## src/rtl/lcd_spi_tx.sv

```systemverilog
// Write-only SPI transmitter for a 9-bit LCD word (D/C flag + 8-bit payload), SPI mode 0, MSB first.
// One word per en_write accept; sclk half-period is CLK_DIV system clocks.
module lcd_spi_tx #(
    parameter int CLK_DIV = 2
) (
    input  logic       clk_50MHz,
    input  logic       rst,
    input  logic [8:0] data,
    input  logic       en_write,
    output logic       sclk,
    output logic       mosi,
    output logic       cs,
    output logic       dc,
    output logic       wr_done,
    output logic       busy
);

    localparam logic [1:0] IDLE  = 2'd0;
    localparam logic [1:0] SHIFT = 2'd1;
    localparam logic [1:0] DONE  = 2'd2;

    localparam logic [7:0] DIV_TC = 8'(CLK_DIV - 1);

    logic [1:0] state_reg;
    logic [8:0] shift_reg;
    logic [7:0] div_cnt_reg;
    logic [2:0] bit_cnt_reg;
    logic       sclk_reg;
    logic       mosi_reg;
    logic       cs_reg;
    logic       dc_reg;
    logic       wr_done_reg;
    logic       busy_reg;

    always_ff @(posedge clk_50MHz) begin
        if (rst) begin
            state_reg   <= IDLE;
            shift_reg   <= 9'd0;
            div_cnt_reg <= 8'd0;
            bit_cnt_reg <= 3'd0;
            sclk_reg    <= 1'b0;
            mosi_reg    <= 1'b0;
            cs_reg      <= 1'b1;
            dc_reg      <= 1'b0;
            wr_done_reg <= 1'b0;
            busy_reg    <= 1'b0;
        end else begin
            wr_done_reg <= 1'b0;
            case (state_reg)
                IDLE: begin
                    sclk_reg <= 1'b0;
                    if (en_write) begin
                        shift_reg   <= data;
                        cs_reg      <= 1'b0;
                        dc_reg      <= data[8];
                        mosi_reg    <= data[7];
                        bit_cnt_reg <= 3'd7;
                        div_cnt_reg <= 8'd0;
                        busy_reg    <= 1'b1;
                        state_reg   <= SHIFT;
                    end else begin
                        cs_reg <= 1'b1;
                    end
                end
                SHIFT: begin
                    if (div_cnt_reg == DIV_TC) begin
                        div_cnt_reg <= 8'd0;
                        if (!sclk_reg) begin
                            // Rising edge: the LCD samples mosi, so it must not move here.
                            sclk_reg <= 1'b1;
                        end else if (bit_cnt_reg != 3'd0) begin
                            sclk_reg    <= 1'b0;
                            bit_cnt_reg <= bit_cnt_reg - 3'd1;
                            shift_reg   <= {shift_reg[8], shift_reg[6:0], 1'b0};
                            mosi_reg    <= shift_reg[6];
                        end else begin
                            sclk_reg    <= 1'b0;
                            cs_reg      <= 1'b1;
                            wr_done_reg <= 1'b1;
                            state_reg   <= DONE;
                        end
                    end else begin
                        div_cnt_reg <= div_cnt_reg + 8'd1;
                    end
                end
                DONE: begin
                    // en_write is deliberately ignored here so upstream gets a cycle to update data.
                    busy_reg  <= 1'b0;
                    state_reg <= IDLE;
                end
                default: begin
                    busy_reg  <= 1'b0;
                    cs_reg    <= 1'b1;
                    sclk_reg  <= 1'b0;
                    state_reg <= IDLE;
                end
            endcase
        end
    end

    assign sclk    = sclk_reg;
    assign mosi    = mosi_reg;
    assign cs      = cs_reg;
    assign dc      = dc_reg;
    assign wr_done = wr_done_reg;
    assign busy    = busy_reg;

endmodule

```

## config.mk

```make
export PLATFORM = sky130hd
export DESIGN_NAME = lcd_spi_tx
export DESIGN_NICKNAME = d
export VERILOG_FILES = /design/src/rtl/lcd_spi_tx.sv
export SDC_FILE = /design/constraint.sdc
export NUM_CORES = 1
export LEC_CHECK = 0
export ABC_AREA = 1
export ABC_CLOCK_PERIOD_IN_PS = 1800
export BUFFER_PORTS_ARGS = -buffer_cell sky130_fd_sc_hd__buf_4
export CAP_MARGIN = 20
export CELL_PAD_IN_SITES_DETAIL_PLACEMENT = 0
export CELL_PAD_IN_SITES_GLOBAL_PLACEMENT = 1
export CORE_ASPECT_RATIO = 2
export CORE_MARGIN = 3
export CORE_UTILIZATION = 40
export DETAILED_ROUTE_END_ITERATION = 8
export PLACE_DENSITY = 0.84
export REMOVE_ABC_BUFFERS = 1
export SYNTH_ARGS = -nofsm -noshare
export SYNTH_HDL_FRONTEND = slang
export SYNTH_SLANG_ARGS = --single-unit
export TNS_END_PERCENT = 30
```

## constraint.sdc

```tcl
create_clock -name clk_50MHz -period 1.8 [get_ports clk_50MHz]
set_clock_uncertainty 0.05 [all_clocks]
set_input_delay 0.09 -clock clk_50MHz [delete_from_list [all_inputs] [get_ports clk_50MHz]]
set_output_delay 0.09 -clock clk_50MHz [all_outputs]
set_load 0.05 [all_outputs]
```

# Word-level counts from Yosys, hierarchy flattened
# Index checks and enable logic that the tools add are counted.
[word_totals] register_bits=26 inputBits=12 word_cells=69
[classes] n_addsub=2 n_eq_ne=8 mux=34 bitwise=4 reduce_logical=11
[ops] op="2-to-1 mux 7 bit" count=4
[ops] op="2-to-1 mux 8 bit" count=2
[ops] op="case mux 8 bit (2 select lines)" count=1
[ops] op="case mux 7 bit (2 select lines)" count=1
[ops] op="2-to-1 mux 1 bit" count=12
[ops] op="2-to-1 mux 3 bit" count=4
[ops] op="!= test 2 bit (second input constant)" count=5
[ops] op="adder 8 x 1 -> 8 bit (second input constant)" count=1
[ops] op="== test 8 x 1 -> 1 bit (second input constant)" count=1
[ops] op="2-to-1 mux 2 bit" count=4
[ops] op="AND reduction 2 bit" count=4
[ops] op="AND reduction 4 bit" count=2
[ops] op="case mux 1 bit (2 select lines)" count=3
[ops] op="case mux 3 bit (2 select lines)" count=1
[ops] op="AND reduction 5 bit" count=1
[ops] op="inverter 1 bit" count=4
[ops] op="case mux 2 bit (2 select lines)" count=1
[ops] op="OR reduction 4 bit" count=1
[ops] op="case mux 1 bit (3 select lines)" count=1
[ops] op="nonzero test 3 bit" count=1
[ops] op="subtractor 3 x 1 -> 3 bit (second input constant)" count=1
[ops] op="== test 2 x 1 -> 1 bit (second input constant)" count=1
[ops] op="== test 2 bit (second input constant)" count=1
[ops] op="logical NOT 2 bit" count=1
[ops] op="nonzero test 2 bit" count=1

# Logic depth before layout (Yosys ltp)
# Gate-level depths: netlist of the first run.
[depth] depth_word=5 depth_mapped=10 mapped_depth_nobuf=10

# Least setup slack after synthesis of the first run
# No wires, ideal clock.
[synth_path] path_type="register to register" startpoint="reg bit_cnt_reg[0]" endpoint="reg mosi_reg (netlist: mosi)" setup_time_ns=0.116 arrival_time_ns=1.282 t_required_ns=1.634 slack_ns=0.352 stages_incl_launch_ff=9 n_path_buf=1 period_less_slack_ns=1.448 path_cell_list="dfxtp_1 > inv_1 > ha_1 > ha_1 > o21ai_1 > buf_2 > nand4_1 > nand2_1 > nor2_1"
[synth_between] elab_chain_cells=3
[synth_lines] item="from (decl)" line_no="27" rtl="logic [2:0] bit_cnt_reg;"
[synth_lines] item="from (signal assigned)" line_no="73" rtl="bit_cnt_reg <= bit_cnt_reg - 3'd1;"
[synth_lines] item="nonzero test 3 bit" line_no="71" rtl="end else if (bit_cnt_reg != 3'd0) begin"
[synth_lines] item="!= test 2 bit (no line)"
[synth_lines] item="AND reduction 5 bit (no line)"
[synth_lines] item="to (signal assigned)" line_no="56" rtl="mosi_reg <= data[7];"
[synth_lines] item="to (signal assigned)" line_no="75" rtl="mosi_reg <= shift_reg[6];"
[synth_lines] item="to (decl)" line_no="29" rtl="logic mosi_reg;"
# Every way passes these cells.
# A chain may end at the register's enable or synchronous reset.

# Worst setup path after layout of the first run
[layout_path] startpoint="reg div_cnt_reg[1]" endpoint="reg shift_reg[0]"
[layout_between] elab_chain_cells=3
[layout_lines] item="from (decl)" line_no="26" rtl="logic [7:0] div_cnt_reg;"
[layout_lines] item="from (signal assigned)" line_no="83" rtl="div_cnt_reg <= div_cnt_reg + 8'd1;"
[layout_lines] item="== test 8 x 1 -> 1 bit" line_no="66" rtl="if (div_cnt_reg == DIV_TC) begin"
[layout_lines] item="!= test 2 bit (no line)"
[layout_lines] item="AND reduction 5 bit (no line)"
[layout_lines] item="to (signal assigned)" line_no="53" rtl="shift_reg <= data;"
[layout_lines] item="to (signal assigned)" line_no="74" rtl="shift_reg <= {shift_reg[8], shift_reg[6:0], 1'b0};"
[layout_lines] item="to (decl)" line_no="25" rtl="logic [8:0] shift_reg;"
# Every way passes these cells.

==> metrics.txt, run 1 <==
# TYPE chip_impl_metric gauge
chip_impl_info{name="synth.most_common_cell",value="sky130_fd_sc_hd__nand2_1"} 1
chip_impl_metric{name="cts_inserted_buffers",unit=""} 3
chip_impl_metric{name="fillers",unit=""} 379
chip_impl_metric{name="grt_util_all_layers",unit="%"} 16.3
chip_impl_metric{name="routed_wire_length_per_instance",unit="um"} 11.5
chip_impl_metric{name="ff_latch_area",unit="um^2"} 520
chip_impl_metric{name="worstPathBufferInverterCount",unit=""} 2
chip_impl_info{name="yosys_most_used_dff",value="sky130_fd_sc_hd__dfxtp_1"} 1
chip_impl_metric{name="drtIter0Drc",unit=""} 16
chip_impl_metric{name="cts.reportedPaths.clkPinSlew",unit="ps"} 90
chip_impl_metric{name="design.final.nets",unit=""} 246
chip_impl_metric{name="setup_tns",unit="ps"} 0
chip_impl_metric{name="numPortBuffers",unit=""} 17
chip_impl_metric{name="grt_start_max_net_pins",unit=""} 23
chip_impl_info{name="cts_root_buf",value="sky130_fd_sc_hd__clkbuf_8"} 1
chip_impl_metric{name="multiInputGateArea",unit="um^2"} 737
chip_impl_metric{name="synth.ff_latch_count",unit=""} 26
chip_impl_info{name="worst_path_dominant_cell_family",value="simple AND/OR/NAND/NOR gates"} 1
chip_impl_info{name="timing.critical_path.to_type",value="flop"} 1
chip_impl_metric{name="ant_nets",unit=""} 0
chip_impl_info{name="synth.top_cells.by_area",value="sky130_fd_sc_hd__dfxtp_1 37%, sky130_fd_sc_hd__nand2_1 16%, sky130_fd_sc_hd__nand4_1 6.6%, sky130_fd_sc_hd__nor2_1 6.1%, sky130_fd_sc_hd__inv_1 5.6%"} 1
chip_impl_metric{name="cts_hold_repair.buffers",unit=""} 0
chip_impl_metric{name="final_design_instance_area_without_fill",unit="um^2"} 1670
chip_impl_metric{name="design.die.area",unit="um^2"} 4340
chip_impl_metric{name="setup_viol",unit=""} 0
chip_impl_metric{name="synth.distinct_cells",unit=""} 25
chip_impl_metric{name="critical_path_required",unit="ps"} 1920
chip_impl_metric{name="fmax",unit="MHz"} 608
chip_impl_metric{name="placementRows",unit=""} 30
chip_impl_metric{name="insertedDiodeCount",unit=""} 0
chip_impl_metric{name="timing.reg2reg.setup_slack",unit="ps"} 150
chip_impl_metric{name="number_of_buffers_between_clock_root_and_the_deepest_sink",unit=""} 2
chip_impl_info{name="outcome",value="complete, no violations"} 1
chip_impl_metric{name="post-route-period-util",unit="%"} 91.4
chip_impl_info{name="min-delay-path-class",value="input pin to flop"} 1
chip_impl_metric{name="hpwlAfterDp",unit="um"} 2320
chip_impl_metric{name="synth_enable_flop_cells",unit=""} 0
chip_impl_metric{name="postPlaceCellArea",unit="um^2"} 1600
chip_impl_info{name="synth_top_cells_by_count",value="60 x sky130_fd_sc_hd__nand2_1, 26 x sky130_fd_sc_hd__dfxtp_1, 23 x sky130_fd_sc_hd__nor2_1"} 1
chip_impl_metric{name="synthesis.area_per_instance",unit="um^2"} 6.66
chip_impl_metric{name="biggest_cell_delay_along_the_critical_path",unit="ps"} 350
chip_impl_metric{name="antenna_found_initial",unit=""} 0
chip_impl_metric{name="largest_register_ffs",unit=""} 8
chip_impl_metric{name="die_height",unit="um"} 90.2
chip_impl_metric{name="num_vias",unit=""} 1382
chip_impl_metric{name="maxSlewViolCount",unit=""} 0
chip_impl_metric{name="number_of_iterations_in_the_first_detailed_routing_pass",unit=""} 4
chip_impl_metric{name="finalCriticalPeriod",unit="ps"} 1650
chip_impl_info{name="crit_path_top_delay_cell",value="sky130_fd_sc_hd__dfxtp_1"} 1
chip_impl_info{name="critPathKind",value="flop to flop"} 1
chip_impl_metric{name="area.growth.synth_to_final",unit="%"} 17.9
chip_impl_metric{name="clock_h_tree_levels",unit=""} 1
chip_impl_info{name="min-delay-start",value="rst"} 1
chip_impl_metric{name="yosysTopAreaCellShare",unit="%"} 36.7
chip_impl_info{name="min_delay_worst_endpoint",value="div_cnt_reg[6]"} 1
chip_impl_metric{name="vdd_drop_max",unit="mV"} 0.555
chip_impl_metric{name="number_of_global_route_vias_before_repair",unit=""} 1312
chip_impl_metric{name="static-leakage-power",unit="uW"} 0.000765
chip_impl_metric{name="count_of_cells_along_the_worst_hold_path",unit=""} 2
chip_impl_info{name="regToRegStartpoint",value="div_cnt_reg[1]"} 1
chip_impl_info{name="worstSetupStartpointType",value="flop"} 1
chip_impl_info{name="worst_setup_path_startpoint",value="div_cnt_reg[1]"} 1
chip_impl_metric{name="gp_congestion",unit=""} 0.797
chip_impl_metric{name="layout-drive-gt1-share",unit="%"} 16.6
chip_impl_metric{name="worst_pin_slew",unit="ps"} 475
chip_impl_info{name="crit_chain",value="inv_1 -> ha_1 -> nand2_1 -> nor2_1 -> nand2_2 -> nand2_2 -> buf_12 -> nand4_1 -> nand2_1 -> nor2_1"} 1
chip_impl_metric{name="sequential_fraction_of_the_synthesis_area",unit="%"} 36.7
chip_impl_metric{name="clock_insertion_delay_at_the_later_pin_of_the_skew_report",unit="ps"} 270
chip_impl_metric{name="hold_viol_final",unit=""} 0
chip_impl_metric{name="dieWidth",unit="um"} 48.1
chip_impl_metric{name="totalWireLength",unit="um"} 3180
chip_impl_info{name="regToRegEndpoint",value="shift_reg[0]"} 1
chip_impl_info{name="unrepaired_setup_endpoints_after_global_routing",value="no"} 1
chip_impl_metric{name="timing.critical_path.arrival",unit="ps"} 1760
chip_impl_metric{name="syn_area",unit="um^2"} 1420
chip_impl_metric{name="gr-total-overflow",unit=""} 0
chip_impl_metric{name="design.portCount",unit=""} 18
chip_impl_metric{name="final_critical_path_setup_slack",unit="ps"} 154
chip_impl_info{name="cts_tree",value="done"} 1
chip_impl_metric{name="detail_route.vias_per_cell",unit=""} 4.99
chip_impl_metric{name="crit_fanout",unit=""} 16
chip_impl_metric{name="first_pass_grt_wire_length",unit="um"} 5410
chip_impl_metric{name="core_area",unit="um^2"} 3420
chip_impl_metric{name="p_per_area",unit="nW/um^2"} 933
chip_impl_metric{name="worst_slew_margin_rel",unit="%"} 68.3
chip_impl_metric{name="maxCapViolCount",unit=""} 0
chip_impl_metric{name="postSynthCellCount",unit=""} 213
chip_impl_metric{name="power.total",unit="uW"} 1560
chip_impl_metric{name="yosys_warnings",unit=""} 0
chip_impl_metric{name="layout.core_utilization",unit="%"} 48.9
chip_impl_metric{name="place_ws",unit="ps"} 155
chip_impl_metric{name="cts.sinks",unit=""} 26
chip_impl_metric{name="asyncSetResetFlopFracSynth",unit="%"} 0
chip_impl_metric{name="path_depth_of_the_worst_reg2reg_path",unit=""} 10
chip_impl_metric{name="detail_route.drc_violations",unit=""} 0
chip_impl_metric{name="start_util",unit="%"} 41.5
chip_impl_info{name="yosysTopAreaCell",value="sky130_fd_sc_hd__dfxtp_1"} 1
-- worst max path at each step --
stage                     end  cells after the start
2_1_floorplan  bit_cnt_reg[0]                      7
3_3_place_gp     shift_reg[1]                     10
5_1_grt        bit_cnt_reg[0]                      9
6_report         shift_reg[0]                     10
3_5_place_dp     shift_reg[0]                     10
4_1_cts          shift_reg[0]                     10
-- timing repair --
action,4_1_cts,5_1_grt
setup buffers,0,0
resized for setup,0,2
setup endpoints to repair,0,1
-- metal layers --
layer / part of all wire, % / GRT usage, % / up-vias
met2: 58 / 29.6 / 18
met5: 0 / 0 / -
met1: 39 / 18.5 / 632
met4: 1.0 / 3.37 / 0
li1: - / - / 727
met3: 2.4 / 2.40 / 5
-- cell families (layout without fill, tap and decap cells) --
kind of cell | Yosys count | count (layout) | share of synthesized area (%)
buf+inv | 36 | 52 | 11.3
xor+xnor | 1 | 1 | 0.618
simple gates | 118 | 118 | 37.1
compound gates | 28 | 28 | 10.8
flops | 26 | 26 | 36.7
fa+ha+maj | 4 | 4 | 3.53
-- stage by stage --
stage          hold slack, ps  std cells
2_1_floorplan             109        202
3_3_place_gp              294        273
3_5_place_dp              322        273
4_1_cts                  26.8        277
5_1_grt                  44.6        277
6_report                 25.3        277
-- cells in the final DEF, fill, tap and decap left out, drive strengths merged --
cell    instances
o21ai           7
nand3          11
inv            25
nor2           25
bufinv          1
clkbuf          3
or2             2
xor2            1
nor4            1
nor3            1
nand4          15
nand2          63
ha              4
a31oi          10
buf            23
a21oi          11
dfxtp          26
-- cell type report --
type	instances	area share (%)
clock buffers	3	2.47
clock inverters	1	1.80
inverters	25	5.61
multi-input cells	151	44.1
flip-flops and latches	26	31.1
well taps	48	3.59
repair buffers	23	11.3
-- where the power goes --
part           total, uW  leakage (uW)  internal (uW)  switching, uW
Sequential           660      0.000213            630           30.1
Combinational        415      0.000516            157            258
Clock                485     0.0000357            298            187
Total               1560      0.000765           1080            475
No activity file was read; power rests on OpenSTA's default activity.
==> run 2: changes to the inputs <==
--- a/config.mk
+++ b/config.mk
@@ -5,17 +5,16 @@
 export SDC_FILE = /design/constraint.sdc
 export NUM_CORES = 1
 export LEC_CHECK = 0
-export ABC_AREA = 1
-export ABC_CLOCK_PERIOD_IN_PS = 1800
+export ABC_CLOCK_PERIOD_IN_PS = 1400
 export BUFFER_PORTS_ARGS = -buffer_cell sky130_fd_sc_hd__buf_4
 export CAP_MARGIN = 20
 export CELL_PAD_IN_SITES_DETAIL_PLACEMENT = 0
 export CELL_PAD_IN_SITES_GLOBAL_PLACEMENT = 1
 export CORE_ASPECT_RATIO = 2
 export CORE_MARGIN = 3
-export CORE_UTILIZATION = 40
+export CORE_UTILIZATION = 38
 export DETAILED_ROUTE_END_ITERATION = 8
-export PLACE_DENSITY = 0.84
+export PLACE_DENSITY = 0.8
 export REMOVE_ABC_BUFFERS = 1
 export SYNTH_ARGS = -nofsm -noshare
 export SYNTH_HDL_FRONTEND = slang
==> constraint.sdc (replaced) <==
create_clock -name clk_50MHz -period 1.4 [get_ports clk_50MHz]
set_clock_uncertainty 0.05 [all_clocks]
set_input_delay 0.07 -clock clk_50MHz [delete_from_list [all_inputs] [get_ports clk_50MHz]]
set_output_delay 0.07 -clock clk_50MHz [all_outputs]
set_load 0.05 [all_outputs]
==> run 2 against run 1 <==
Effect of this change: the run now ends with negative setup slack left; fmax up 1.2%; register-to-register slack got worse by 380 ps; global-route usage is 2.7 points higher; final cell count fell by 23%; clock power up 4.3%; critical path depth shrank 3; area after synthesis down 10%; hold slack lost 25 ps; sequential share of layout area down 1.3 points; total power rose by 8.0%; combinational power down 11%; first-iteration DRC count increased by 56%; largest cell class unchanged.
==> metrics.txt, run 2 <==
# TYPE chip_impl_metric gauge
chip_impl_metric{name="synth.ff_latch_count",unit=""} 26
chip_impl_metric{name="maxSlewViolCount",unit=""} 0
chip_impl_metric{name="placementRows",unit=""} 29
chip_impl_metric{name="totalWireLength",unit="um"} 3500
chip_impl_metric{name="synthesis.area_per_instance",unit="um^2"} 9.01
chip_impl_metric{name="number_of_global_route_vias_before_repair",unit=""} 1271
chip_impl_metric{name="insertedDiodeCount",unit=""} 0
chip_impl_metric{name="antenna_found_initial",unit=""} 0
chip_impl_metric{name="design.final.nets",unit=""} 199
chip_impl_info{name="final_cell_mix",value="40 x sky130_fd_sc_hd__buf_4, 22 x sky130_fd_sc_hd__dfxtp_1, 18 x sky130_fd_sc_hd__nor2_1"} 1
chip_impl_metric{name="dieWidth",unit="um"} 46.9
chip_impl_metric{name="start_util",unit="%"} 39.8
chip_impl_info{name="cts_tree",value="done"} 1
chip_impl_metric{name="p_per_area",unit="nW/um^2"} 957
chip_impl_metric{name="sequential_fraction_of_the_synthesis_area",unit="%"} 41.0
chip_impl_metric{name="cts.reportedPaths.clkPinSlew",unit="ps"} 90
chip_impl_metric{name="power.total",unit="uW"} 1680
chip_impl_metric{name="num_vias",unit=""} 1263
chip_impl_metric{name="static-leakage-power",unit="uW"} 0.000729
chip_impl_info{name="min-delay-path-class",value="input pin to flop"} 1
chip_impl_metric{name="asyncSetResetFlopFracSynth",unit="%"} 0
chip_impl_metric{name="setup_viol",unit=""} 22
chip_impl_metric{name="critical_path_required",unit="ps"} 1520
chip_impl_info{name="synth_top_cells_by_count",value="26 x sky130_fd_sc_hd__dfxtp_1, 18 x sky130_fd_sc_hd__nor2_1, 10 x sky130_fd_sc_hd__nand2_1"} 1
chip_impl_info{name="timing.critical_path.to_type",value="flop"} 1
chip_impl_metric{name="crit_fanout",unit=""} 5
chip_impl_metric{name="detail_route.vias_per_cell",unit=""} 5.93
chip_impl_metric{name="postSynthCellCount",unit=""} 141
chip_impl_metric{name="ant_nets",unit=""} 0
chip_impl_metric{name="design.portCount",unit=""} 18
chip_impl_metric{name="number_of_iterations_in_the_first_detailed_routing_pass",unit=""} 4
chip_impl_metric{name="fmax",unit="MHz"} 615
chip_impl_metric{name="clock_h_tree_levels",unit=""} 1
chip_impl_metric{name="design.die.area",unit="um^2"} 4110
chip_impl_info{name="synth.top_cells.by_area",value="sky130_fd_sc_hd__dfxtp_1 41%, sky130_fd_sc_hd__nor2_1 5.3%, sky130_fd_sc_hd__ha_1 3.9%, sky130_fd_sc_hd__o311a_1 3.9%, sky130_fd_sc_hd__a21oi_1 3.5%"} 1
chip_impl_info{name="yosys_most_used_dff",value="sky130_fd_sc_hd__dfxtp_1"} 1
chip_impl_metric{name="setup_tns",unit="ps"} -3130
chip_impl_metric{name="cts.sinks",unit=""} 26
chip_impl_metric{name="grt_start_max_net_pins",unit=""} 16
chip_impl_metric{name="final_critical_path_setup_slack",unit="ps"} -226
chip_impl_info{name="failed_checks",value="negative setup slack"} 1
chip_impl_metric{name="layout-drive-gt1-share",unit="%"} 42.3
chip_impl_metric{name="routed_wire_length_per_instance",unit="um"} 16.4
chip_impl_metric{name="vdd_drop_max",unit="mV"} 0.714
chip_impl_info{name="outcome",value="finished, violations left"} 1
chip_impl_metric{name="drtIter0Drc",unit=""} 25
chip_impl_metric{name="gr-total-overflow",unit=""} 0
chip_impl_metric{name="worst_slew_margin_rel",unit="%"} 70.5
chip_impl_metric{name="hpwlAfterDp",unit="um"} 2350
chip_impl_metric{name="fillers",unit=""} 299
chip_impl_metric{name="synth_enable_flop_cells",unit=""} 0
chip_impl_metric{name="clock_insertion_delay_at_the_later_pin_of_the_skew_report",unit="ps"} 280
chip_impl_metric{name="first_pass_grt_wire_length",unit="um"} 5660
chip_impl_info{name="worstSetupStartpointType",value="flop"} 1
chip_impl_metric{name="grt_util_all_layers",unit="%"} 19.1
chip_impl_metric{name="yosysTopAreaCellShare",unit="%"} 41.0
chip_impl_metric{name="worst_pin_slew",unit="ps"} 441
chip_impl_metric{name="maxCapViolCount",unit=""} 0
chip_impl_metric{name="yosys_warnings",unit=""} 0
chip_impl_metric{name="post-route-period-util",unit="%"} 116
chip_impl_info{name="synth.most_common_cell",value="sky130_fd_sc_hd__dfxtp_1"} 1
chip_impl_metric{name="detail_route.drc_violations",unit=""} 0
chip_impl_metric{name="synth.distinct_cells",unit=""} 38
chip_impl_metric{name="hold_viol_final",unit=""} 0
chip_impl_info{name="commonest_non_fill_non_tap_cell_in_the_layout",value="sky130_fd_sc_hd__buf_4"} 1
chip_impl_info{name="yosysTopAreaCell",value="sky130_fd_sc_hd__dfxtp_1"} 1
chip_impl_metric{name="die_height",unit="um"} 87.8
chip_impl_metric{name="area.growth.synth_to_final",unit="%"} 38.6
chip_impl_metric{name="gp_congestion",unit=""} 0.763
chip_impl_metric{name="cts_inserted_buffers",unit=""} 3
chip_impl_metric{name="syn_area",unit="um^2"} 1270
chip_impl_metric{name="core_area",unit="um^2"} 3190
chip_impl_metric{name="finalCriticalPeriod",unit="ps"} 1630
chip_impl_metric{name="numPortBuffers",unit=""} 17
chip_impl_info{name="cts_root_buf",value="sky130_fd_sc_hd__clkbuf_8"} 1
chip_impl_info{name="critPathKind",value="flop to flop"} 1
chip_impl_metric{name="timing.critical_path.arrival",unit="ps"} 1750
chip_impl_info{name="unrepaired_setup_endpoints_after_global_routing",value="yes"} 1
chip_impl_metric{name="number_of_buffers_between_clock_root_and_the_deepest_sink",unit=""} 2
chip_impl_metric{name="largest_register_ffs",unit=""} 8
-- run 2: path summary, 6_finish.rpt --
check,start,slack [ps],to,depth (start not counted)
max,bit_cnt_reg[1],-230,shift_reg[3],7
min reg2reg,dc,410,dc,2
max reg2reg,bit_cnt_reg[1],-230,shift_reg[3],7
min,data[0],0.1,shift_reg[0],3
-- run 2: critical path, stage by stage (launching register included) --
cell	delay (ps)
sky130_fd_sc_hd__dfxtp_2	330
sky130_fd_sc_hd__inv_2	60
sky130_fd_sc_hd__ha_4	140
sky130_fd_sc_hd__ha_4	120
sky130_fd_sc_hd__and2b_2	230
sky130_fd_sc_hd__and4_4	180
sky130_fd_sc_hd__buf_6	120
sky130_fd_sc_hd__o311a_1	270
-- run 2: cells by family after synthesis --
group / share of synthesized area, %
AO/OA/AOI/OAI: 23.5
AND/OR/NAND/NOR: 23.4
buffers and inverters: 6.01
XOR/XNOR: 2.07
flip-flops: 41.0
adder cells (fa/ha/maj): 3.94
-- run 2: timing repair --
item,4_1_cts,5_1_grt
cloned,3,0
resized for setup,22,3
buffers inserted,4,3
pin swaps,13,7
hold buffers,1,0
hold endpoints to repair,1,0
setup endpoints to repair,24,24
-- run 2: routing by layer --
layer  GRT usage [%]  vias to the layer above  part of all wire [%]
li1                -                      605                     -
met1            19.5                      616                    36
met2            35.1                       31                    58
met3            2.26                       11                   3.2
met4            9.57                        0                   2.8
met5               0                        -                     0
-- run 2: layout make-up --
cell class                 instances  area (um^2)  area share [%]
clock buffer                       4         55.1            3.13
sequential                        26          526            29.9
tap                               31         38.8            2.20
multi-input combinational        103          793            45.1
inverter                           7         26.3            1.49
timing repair buffer              42          322            18.3
-- run 2: power breakdown --
part	internal [uW]	total, uW	switching (uW)	leakage, uW
Combinational	170	369	199	0.000485
Clock	252	506	253	0.0000288
Sequential	783	810	26.8	0.000215
-- run 2: metrics by stage --
step,utilization (%),setup slack [ps],cells,area [um^2],hold WS [ps]
2_1_floorplan,-,-774,133,1220,84.6
3_3_place_gp,48.7,-325,203,1560,272
3_5_place_dp,48.7,-370,203,1560,277
4_1_cts,54.7,-258,213,1750,1.85
5_1_grt,55.1,-271,213,1760,6.29
6_report,55.1,-226,213,1760,0.0951
==> run 3: changes to the inputs <==
--- a/config.mk
+++ b/config.mk
@@ -14,7 +14,9 @@
 export CORE_MARGIN = 3
 export CORE_UTILIZATION = 38
 export DETAILED_ROUTE_END_ITERATION = 8
+export MAX_ROUTING_LAYER = met4
 export PLACE_DENSITY = 0.8
+export RECOVER_POWER = 50
 export REMOVE_ABC_BUFFERS = 1
 export SYNTH_ARGS = -nofsm -noshare
 export SYNTH_HDL_FRONTEND = slang
==> run 3 against run 2 <==
Effect of this change: the run still ends with negative setup slack left; total power fell by 0.68%; utilization down 0.43 points; non-clock buffer count unchanged; final cell count unchanged; sequential share of layout area increased by 0.24 points; worst setup slack got worse by 2.6 ps; critical path type unchanged.
==> metrics.txt, run 3 (same netlist as run 2, synthesis figures left out) <==
# TYPE chip_impl_metric gauge
chip_impl_metric{name="number_of_global_route_vias_before_repair",unit=""} 1271
chip_impl_metric{name="cts.reportedPaths.clkPinSlew",unit="ps"} 90
chip_impl_metric{name="post-route-period-util",unit="%"} 116
chip_impl_metric{name="setup_viol",unit=""} 22
chip_impl_metric{name="static-leakage-power",unit="uW"} 0.000716
chip_impl_info{name="worstSetupStartpointType",value="flop"} 1
chip_impl_metric{name="ant_nets",unit=""} 0
chip_impl_info{name="cts_root_buf",value="sky130_fd_sc_hd__clkbuf_8"} 1
chip_impl_metric{name="core_area",unit="um^2"} 3190
chip_impl_metric{name="antenna_found_initial",unit=""} 0
chip_impl_metric{name="maxCapViolCount",unit=""} 0
chip_impl_metric{name="clock_insertion_delay_at_the_later_pin_of_the_skew_report",unit="ps"} 280
chip_impl_metric{name="hold_viol_final",unit=""} 0
chip_impl_metric{name="number_of_buffers_between_clock_root_and_the_deepest_sink",unit=""} 2
chip_impl_metric{name="p_per_area",unit="nW/um^2"} 958
chip_impl_metric{name="design.portCount",unit=""} 18
chip_impl_metric{name="timing.critical_path.arrival",unit="ps"} 1750
chip_impl_metric{name="hpwlAfterDp",unit="um"} 2350
chip_impl_metric{name="finalCriticalPeriod",unit="ps"} 1630
chip_impl_metric{name="first_pass_grt_wire_length",unit="um"} 5660
chip_impl_metric{name="final_critical_path_setup_slack",unit="ps"} -228
chip_impl_metric{name="start_util",unit="%"} 39.8
chip_impl_metric{name="grt_util_all_layers",unit="%"} 19.6
chip_impl_metric{name="totalWireLength",unit="um"} 3480
chip_impl_info{name="min-delay-path-class",value="input pin to flop"} 1
chip_impl_info{name="unrepaired_setup_endpoints_after_global_routing",value="yes"} 1
chip_impl_metric{name="detail_route.vias_per_cell",unit=""} 5.86
chip_impl_info{name="failed_checks",value="negative setup slack"} 1
chip_impl_metric{name="num_vias",unit=""} 1248
chip_impl_info{name="final_cell_mix",value="36 x sky130_fd_sc_hd__buf_4, 22 x sky130_fd_sc_hd__dfxtp_1, 18 x sky130_fd_sc_hd__nor2_1"} 1
chip_impl_metric{name="fmax",unit="MHz"} 614
chip_impl_metric{name="design.final.nets",unit=""} 199
chip_impl_metric{name="design.die.area",unit="um^2"} 4110
chip_impl_metric{name="cts.sinks",unit=""} 26
chip_impl_info{name="outcome",value="finished, violations left"} 1
chip_impl_info{name="cts_tree",value="done"} 1
chip_impl_metric{name="gr-total-overflow",unit=""} 0
chip_impl_metric{name="layout-drive-gt1-share",unit="%"} 40.7
chip_impl_metric{name="crit_fanout",unit=""} 5
chip_impl_metric{name="drtIter0Drc",unit=""} 28
chip_impl_metric{name="largest_register_ffs",unit=""} 8
chip_impl_metric{name="worst_pin_slew",unit="ps"} 600
chip_impl_metric{name="place_ws",unit="ps"} -370
chip_impl_metric{name="cts_inserted_buffers",unit=""} 3
chip_impl_metric{name="detail_route.drc_violations",unit=""} 0
chip_impl_metric{name="numPortBuffers",unit=""} 17
chip_impl_info{name="critPathKind",value="flop to flop"} 1
chip_impl_metric{name="layout.core_utilization",unit="%"} 54.7
chip_impl_metric{name="number_of_iterations_in_the_first_detailed_routing_pass",unit=""} 4
chip_impl_metric{name="vdd_drop_max",unit="mV"} 0.711
chip_impl_info{name="timing.critical_path.to_type",value="flop"} 1
chip_impl_info{name="commonest_non_fill_non_tap_cell_in_the_layout",value="sky130_fd_sc_hd__buf_4"} 1
chip_impl_metric{name="gp_congestion",unit=""} 0.773
chip_impl_metric{name="critical_path_required",unit="ps"} 1520
chip_impl_metric{name="clock_h_tree_levels",unit=""} 1
chip_impl_metric{name="worst_slew_margin_rel",unit="%"} 60.2
chip_impl_metric{name="placementRows",unit=""} 29
chip_impl_metric{name="insertedDiodeCount",unit=""} 0
chip_impl_metric{name="routed_wire_length_per_instance",unit="um"} 16.3
chip_impl_metric{name="area.growth.synth_to_final",unit="%"} 37.5
chip_impl_metric{name="grt_start_max_net_pins",unit=""} 16
chip_impl_metric{name="die_height",unit="um"} 87.8
chip_impl_metric{name="dieWidth",unit="um"} 46.9
chip_impl_metric{name="maxSlewViolCount",unit=""} 0
==> run 3: final timing paths <==
path,from,end,slack (ps),cells past startpoint
max,bit_cnt_reg[1],shift_reg[3],-230,7
min reg2reg,dc,dc,410,2
max reg2reg,bit_cnt_reg[1],shift_reg[3],-230,7
min,data[0],shift_reg[0],5,3
==> run 3: final cells by class <==
cell class                      instances  area, um^2
Sequential cell                        26         526
Tap cell                               31        38.8
Fill cell                             301        1450
Multi-Input combinational cell        103         793
Clock buffer                            4        55.1
Timing Repair Buffer                   42         308
Inverter                                7        26.3
==> run 3: repair_timing <==
item                                    CTS  global route
gates cloned                              3             0
setup buffers                             4             3
resized for setup                        22             3
hold buffers                              1             0
endpoints found under the setup margin   24            24
pin swaps                                13             7
hold endpoints to repair                  1             0
==> run 3: power breakdown <==
part | switching (uW) | internal, uW
sequential | 26.7 | 783
clock | 248 | 252
combinational | 199 | 165
total | 474 | 1200
==> run 3: metrics by stage <==
stage,instances,hold slack (ps),area [um^2],total power [uW],setup TNS (ps)
final,213,4.90,1750,1670,-3150
after global routing,213,6.46,1750,1740,-4830
after CTS,213,1.85,1750,1690,-4130
after detailed placement,203,277,1560,1140,-5620
after global placement,203,272,1560,1130,-4900
after floorplan,133,84.6,1220,1010,-10940
==> run 3: metal layers <==
| layer | vias to the layer above | GRT usage (%) | share of wire [%] |
|---|---|---|---|
| met5 | - | - | 0 |
| met4 | 0 | 9.57 | 2.4 |
| met3 | 10 | 2.26 | 3.0 |
| met2 | 30 | 35.1 | 58 |
| met1 | 602 | 19.5 | 36 |
| li1 | 606 | - | - |
==> run 3: worst max-delay path, stage by stage, from the launching register on <==
cell and delay (ps):
sky130_fd_sc_hd__dfxtp_2 330, sky130_fd_sc_hd__inv_2 60, sky130_fd_sc_hd__ha_4 140, sky130_fd_sc_hd__ha_4 130, sky130_fd_sc_hd__and2b_2 230, sky130_fd_sc_hd__and4_4 180, sky130_fd_sc_hd__buf_6 120, sky130_fd_sc_hd__o311a_1 270
